==> config.mk <==
export PLATFORM = sky130hd
export DESIGN_NAME = pipe_control
export DESIGN_NICKNAME = d
export VERILOG_FILES = /design/src/rtl/pipe_control.sv
export SDC_FILE = /design/constraint.sdc
export NUM_CORES = 1
export LEC_CHECK = 0
export CORE_MARGIN = 2
export CORE_UTILIZATION = 28
export DETAILED_ROUTE_END_ITERATION = 7
export PLACE_DENSITY = 0.82
export SLEW_MARGIN = 20
export SYNTH_ARGS = -nofsm -noshare
export SYNTH_HDL_FRONTEND = slang
export SYNTH_SLANG_ARGS = --single-unit
export TNS_END_PERCENT = 30
==> constraint.sdc <==
create_clock -name clk -period 5 [get_ports clk]
set_input_delay 1.5 -clock clk [delete_from_list [all_inputs] [get_ports clk]]
set_output_delay 1.5 -clock clk [all_outputs]
set_load 0.02 [all_outputs]
==> src/rtl/pipe_control.sv <==
// Y86-64 pipeline control: hazard-derived stall/bubble/set_cc plus an IDLE/RUN/HALTED/TIMEOUT run-state FSM.
// Define PIPE_PERF_EN to add saturating performance counters on the perf_* ports.
module pipe_control #(
    parameter logic [31:0] WDOG_MAX = 32'd0,
    parameter int unsigned CNT_W    = 32
) (
    input  logic             clk,
    input  logic             rst,
    input  logic             start,
    input  logic [3:0]       D_icode,
    input  logic [3:0]       E_icode,
    input  logic [3:0]       M_icode,
    input  logic [3:0]       W_icode,
    input  logic [3:0]       E_dstM,
    input  logic [3:0]       d_srcA,
    input  logic [3:0]       d_srcB,
    input  logic             e_Cnd,
    input  logic [1:0]       m_stat,
    input  logic [1:0]       W_stat,
    output logic             F_stall,
    output logic             D_stall,
    output logic             D_bubble,
    output logic             E_bubble,
    output logic             M_bubble,
    output logic             W_stall,
    output logic             set_cc,
    output logic             busy,
    output logic             halted,
    output logic             timeout,
    output logic [1:0]       final_stat
`ifdef PIPE_PERF_EN
    ,
    output logic [CNT_W-1:0] perf_cycles,
    output logic [CNT_W-1:0] perf_retired,
    output logic [CNT_W-1:0] perf_lu,
    output logic [CNT_W-1:0] perf_mispred,
    output logic [CNT_W-1:0] perf_ret
`endif
);

    localparam logic [3:0] I_MRMOVQ = 4'h5;
    localparam logic [3:0] I_OPQ    = 4'h6;
    localparam logic [3:0] I_JXX    = 4'h7;
    localparam logic [3:0] I_RET    = 4'h9;
    localparam logic [3:0] I_POPQ   = 4'hB;
    localparam logic [3:0] R_NONE   = 4'hF;
    localparam logic [CNT_W-1:0] CNT_ONE = CNT_W'(1);
    localparam logic [CNT_W-1:0] WD_LAST = CNT_W'(WDOG_MAX - 32'd1);

    typedef enum logic [1:0] {ST_IDLE, ST_RUN, ST_HALTED, ST_TIMEOUT} state_t;

    state_t           state_q;
    logic [1:0]       final_stat_q;
    logic [CNT_W-1:0] wd_cnt_q;
    logic             busy_q, halted_q, timeout_q;

    logic lu, mp, rt, mexc, wexc, wdog_hit;

    assign lu   = (E_icode == I_MRMOVQ || E_icode == I_POPQ) && (E_dstM != R_NONE)
                  && (E_dstM == d_srcA || E_dstM == d_srcB);
    assign mp   = (E_icode == I_JXX) && !e_Cnd;
    assign rt   = (D_icode == I_RET) || (E_icode == I_RET) || (M_icode == I_RET);
    assign mexc = (m_stat != 2'b00);
    assign wexc = (W_stat != 2'b00);
    assign wdog_hit = (WDOG_MAX != 32'd0) && (wd_cnt_q == WD_LAST);

    // NOTE: state registers use non-blocking assignments so every flop samples pre-edge values.
    always_ff @(posedge clk) begin
        if (rst) begin
            state_q      <= ST_IDLE;
            final_stat_q <= 2'b00;
            wd_cnt_q     <= '0;
            busy_q       <= 1'b0;
            halted_q     <= 1'b0;
            timeout_q    <= 1'b0;
        end else begin
            unique case (state_q)
                ST_IDLE: begin
                    wd_cnt_q <= '0;
                    if (start) begin
                        state_q <= ST_RUN;
                        busy_q  <= 1'b1;
                    end
                end
                ST_RUN: begin
                    wd_cnt_q <= wd_cnt_q + CNT_ONE;
                    // A write-back exception outranks a coincident watchdog expiry.
                    if (wexc) begin
                        state_q      <= ST_HALTED;
                        final_stat_q <= W_stat;
                        busy_q       <= 1'b0;
                        halted_q     <= 1'b1;
                    end else if (wdog_hit) begin
                        state_q   <= ST_TIMEOUT;
                        busy_q    <= 1'b0;
                        timeout_q <= 1'b1;
                    end
                end
                default: ;
            endcase
        end
    end

    assign busy       = busy_q;
    assign halted     = halted_q;
    assign timeout    = timeout_q;
    assign final_stat = final_stat_q;

    // NOTE: every output gets a default before the case so no latch can be inferred.
    always_comb begin
        F_stall  = 1'b0;
        D_stall  = 1'b0;
        D_bubble = 1'b0;
        E_bubble = 1'b0;
        M_bubble = 1'b0;
        W_stall  = 1'b0;
        set_cc   = 1'b0;
        unique case (state_q)
            ST_IDLE: begin
                F_stall  = 1'b1;
                D_bubble = 1'b1;
                E_bubble = 1'b1;
                M_bubble = 1'b1;
            end
            ST_RUN: begin
                F_stall  = lu | rt;
                D_stall  = lu;
                D_bubble = mp | (rt & ~lu);
                E_bubble = mp | lu;
                M_bubble = mexc | wexc;
                W_stall  = wexc;
                set_cc   = (E_icode == I_OPQ) & ~mexc & ~wexc;
            end
            default: begin
                F_stall  = 1'b1;
                D_stall  = 1'b1;
                W_stall  = 1'b1;
                E_bubble = 1'b1;
                M_bubble = 1'b1;
            end
        endcase
    end

`ifdef PIPE_PERF_EN
    localparam logic [3:0] I_NOP = 4'h1;

    // Index order: cycles, retired, load-use, mispredict, ret bubble.
    logic [4:0][CNT_W-1:0] perf_q, perf_d;
    logic [4:0]            perf_inc;

    assign perf_inc = {rt & ~lu, mp, lu, (W_icode != I_NOP) && (W_stat == 2'b00), 1'b1};

    always_comb begin
        for (int i = 0; i < 5; i++) begin
            perf_d[i] = perf_q[i];
            if (state_q == ST_RUN && perf_inc[i] && perf_q[i] != '1)
                perf_d[i] = perf_q[i] + CNT_ONE;
        end
    end

    always_ff @(posedge clk) begin
        if (rst) perf_q <= '0;
        else     perf_q <= perf_d;
    end

    assign perf_cycles  = perf_q[0];
    assign perf_retired = perf_q[1];
    assign perf_lu      = perf_q[2];
    assign perf_mispred = perf_q[3];
    assign perf_ret     = perf_q[4];
`else
    logic w_icode_unused;
    assign w_icode_unused = ^W_icode;
`endif

endmodule

==> impl_metrics.env <==
export IMPL_status="complete, no violations"
export IMPL_rows=14
export IMPL_grtUsageTotal=0.148
export IMPL_cap_violations=0
export IMPL_drv_slew=0
export IMPL_dieWidth_um=43.0
export IMPL_overflow=0
export IMPL_hpwl_um=1120
export IMPL_yosysSeqAreaShare=0.235
export IMPL_clockBufferDepth=2
export IMPL_max_freq_ghz=0.207
export IMPL_path_clk_slew_ns=0.04
export IMPL_crit_arrival_ns=3.33
export IMPL_path_max_fanout=4
export IMPL_worst_r2r_cell_count=4
export IMPL_antenna_cells=0
export IMPL_die_h_um=43.0
export IMPL_reg2reg_slack_ns=3.96
export IMPL_coreArea_um2=1470
export IMPL_synth_area_um2=425
export IMPL_numPortBuffers=42
export IMPL_postSynthNetCount=89
export IMPL_die_area_um2=1850
export IMPL_finalCritPeriodShare=0.966
export IMPL_path_class="primary input to output port"
export IMPL_final_min_clock_period_ns=4.83
export IMPL_grt_max_degree=9
export IMPL_critPathMostFrequentCell="clkdlybuf4s50_1"
export IMPL_drive_gt1_frac=0.101
export IMPL_grt_setup_unrepaired="false"
export IMPL_skew_ns=0.00261
export IMPL_layout_common_cells="39 x clkdlybuf4s50_1, 8 x xnor2_1, 5 x nand2_1, 5 x dfxtp_1, 4 x a21oi_1"
export IMPL_grt_antenna_before_repair=0
export IMPL_hold_path_end="final_stat[1]$_SDFFE_PP0P_"
export IMPL_cts_sinks=5
export IMPL_syn_to_final_growth_pct=112
export IMPL_nNetsFinal=136
export IMPL_wl_per_cell_um=11.7
export IMPL_final_common_cell="clkdlybuf4s50_1"
export IMPL_min_delay_start="final_stat[1]$_SDFFE_PP0P_"
export IMPL_crit_family="buffers and inverters"
export IMPL_tns_ns=0
export IMPL_grt_pass1_wl_um=2100
export IMPL_gp_congestion=0.757
export IMPL_setup_violations=0
export IMPL_htree_levels=1
export IMPL_finalWirelength_um=1340
export IMPL_rr_endpoint="halted$_SDFFE_PP0P_"
export IMPL_grt_pass1_vias=519
export IMPL_clock_latency_ns=0.24
export IMPL_clock_root_buffer="clkbuf_4"
export IMPL_antenna_left=0
export IMPL_critPathBufInv=2
export IMPL_crit_slowest_cell="clkdlybuf4s50_1"
export IMPL_syn_inst=53
export IMPL_ir_worst_vdd_mv=0.150
export IMPL_drt_initial_drc_count=6
export IMPL_routed_via_count=556
export IMPL_power_mw=0.170
export IMPL_synth_seq_cells=5
export IMPL_path_cells="clkdlybuf4s50_1, and3b_1, o211ai_1, a21oi_2, or3_1, clkdlybuf4s50_1"
export IMPL_reg2reg_from="state_q[0]$_SDFFE_PP0P_"
export IMPL_holdPathStages=2
export IMPL_viasPerCell=4.83
export IMPL_cts_tree="built"
export IMPL_p_leak_nw=0.356
export IMPL_crit_path_start_kind="primary input"
export IMPL_synth_cell_type_count=25
export IMPL_crit_path_max_incr_delay_ns=0.55
export IMPL_hold_viol_final=0
export IMPL_required_ns=3.50
export IMPL_critPathCaptureType="output port"
export IMPL_ios=48
export IMPL_syn_area_per_cell_um2=8.03
export IMPL_initial_utilization=0.289
export IMPL_hold_class="flip-flop to flip-flop"
export IMPL_post_route_drc_count=0
export IMPL_dr_pass1_iters=4
export IMPL_cellPowerDensity_nw_per_um2=188
export IMPL_cts_buffers=3
export IMPL_yosysWarnings=0
final cells by class:
class | count | area, um2
Fill cell | 134 | 568
Sequential cell | 5 | 100
Multi-Input combinational cell | 45 | 314
Tap cell | 16 | 20.0
Clock buffer | 4 | 26.3
Inverter | 2 | 7.51
Timing Repair Buffer | 43 | 435
cell families (layout without fill, tap and decap cells):
| family | Yosys count | after routing | share of synthesized area |
|---|---|---|---|
| flip-flops | 5 | 5 | 0.235 |
| other | 1 | 1 | 0.00882 |
| AO/OA/AOI/OAI | 9 | 9 | 0.132 |
| AND/OR/NAND/NOR | 27 | 27 | 0.424 |
| XOR/XNOR | 8 | 8 | 0.165 |
| buffers and inverters | 3 | 49 | 0.0353 |
worst max-delay path by stage:
| stage | from | endpoint | slack, ns | cells past startpoint |
|---|---|---|---|---|
| floorplan | W_stat[1] | set_cc | 0.88 | 3 |
| CTS | W_stat[1] | set_cc | 0.04 | 5 |
| finish | E_icode[2] | E_bubble | 0.17 | 6 |
| global placement | W_stat[1] | set_cc | 0.05 | 5 |
| global route | E_dstM[0] | D_stall | 0.02 | 6 |
| detailed placement | W_stat[1] | set_cc | 0.04 | 5 |
registers in the layout, indices dropped and copies added (netlist names):
signal	cells
final_stat	2
state_q	2
halted	1
cells in the mapped netlist:
| cell type | number | share of area |
|---|---|---|
| or3_1 | 3 | 0.044 |
| nor2b_1 | 2 | 0.029 |
| nand4_1 | 3 | 0.044 |
| nor3_1 | 1 | 0.012 |
| nand2_1 | 5 | 0.044 |
| inv_1 | 2 | 0.018 |
| nor4bb_1 | 2 | 0.047 |
| dfxtp_1 | 5 | 0.24 |
| o31ai_1 | 1 | 0.018 |
| nand3b_1 | 1 | 0.018 |
| or4_4 | 1 | 0.026 |
| a21o_2 | 1 | 0.021 |
| o211ai_1 | 1 | 0.018 |
| nor3b_1 | 2 | 0.035 |
| buf_4 | 1 | 0.018 |
| nor2_1 | 2 | 0.018 |
| and2_2 | 1 | 0.018 |
| a21oi_1 | 5 | 0.059 |
| and3b_1 | 1 | 0.021 |
| and4bb_2 | 1 | 0.029 |
| xnor2_1 | 8 | 0.16 |
| a21o_1 | 1 | 0.018 |
| conb_1 | 1 | 0.0088 |
| nor3_2 | 1 | 0.024 |
| or2_1 | 1 | 0.015 |
where the power goes:
group          total (mW)  switching [mW]  internal [mW]
Clock              0.0448          0.0148         0.0301
Sequential         0.0470         0.00330         0.0437
Combinational      0.0785          0.0308         0.0477
timing repair:
action / in CTS / in global routing
setup buffers: 0 / 0
endpoints found under the setup margin: 0 / 4
hold buffers: 0 / 0
resized for setup: 0 / 4
hold endpoints to repair: 0 / 0
layer usage:
layer,vias up,GRT usage,part of all wire
met5,-,0,0
met4,0,0.0545,0
met3,0,0.0426,0.13
met2,36,0.242,0.44
met1,237,0.182,0.44
li1,283,-,-
through the flow:
stage / cell area [um2] / utilization / setup slack, ns / hold WS [ns] / instances
2_1_floorplan: 425 / - / 0.876 / 0.527 / 53
3_3_place_gp: 866 / 0.588 / 0.0481 / 0.450 / 111
3_5_place_dp: 866 / 0.588 / 0.0442 / 0.460 / 111
4_1_cts: 892 / 0.606 / 0.0421 / 0.463 / 115
5_1_grt: 903 / 0.614 / 0.0164 / 0.490 / 115
6_report: 903 / 0.614 / 0.172 / 0.454 / 115
worst min-delay path: stages, from the launching register on:
cell	delay, ns
dfxtp_1	0.30
nand2_1	0.05
a21oi_1	0.05
No activity file was read; power rests on OpenSTA's default activity.
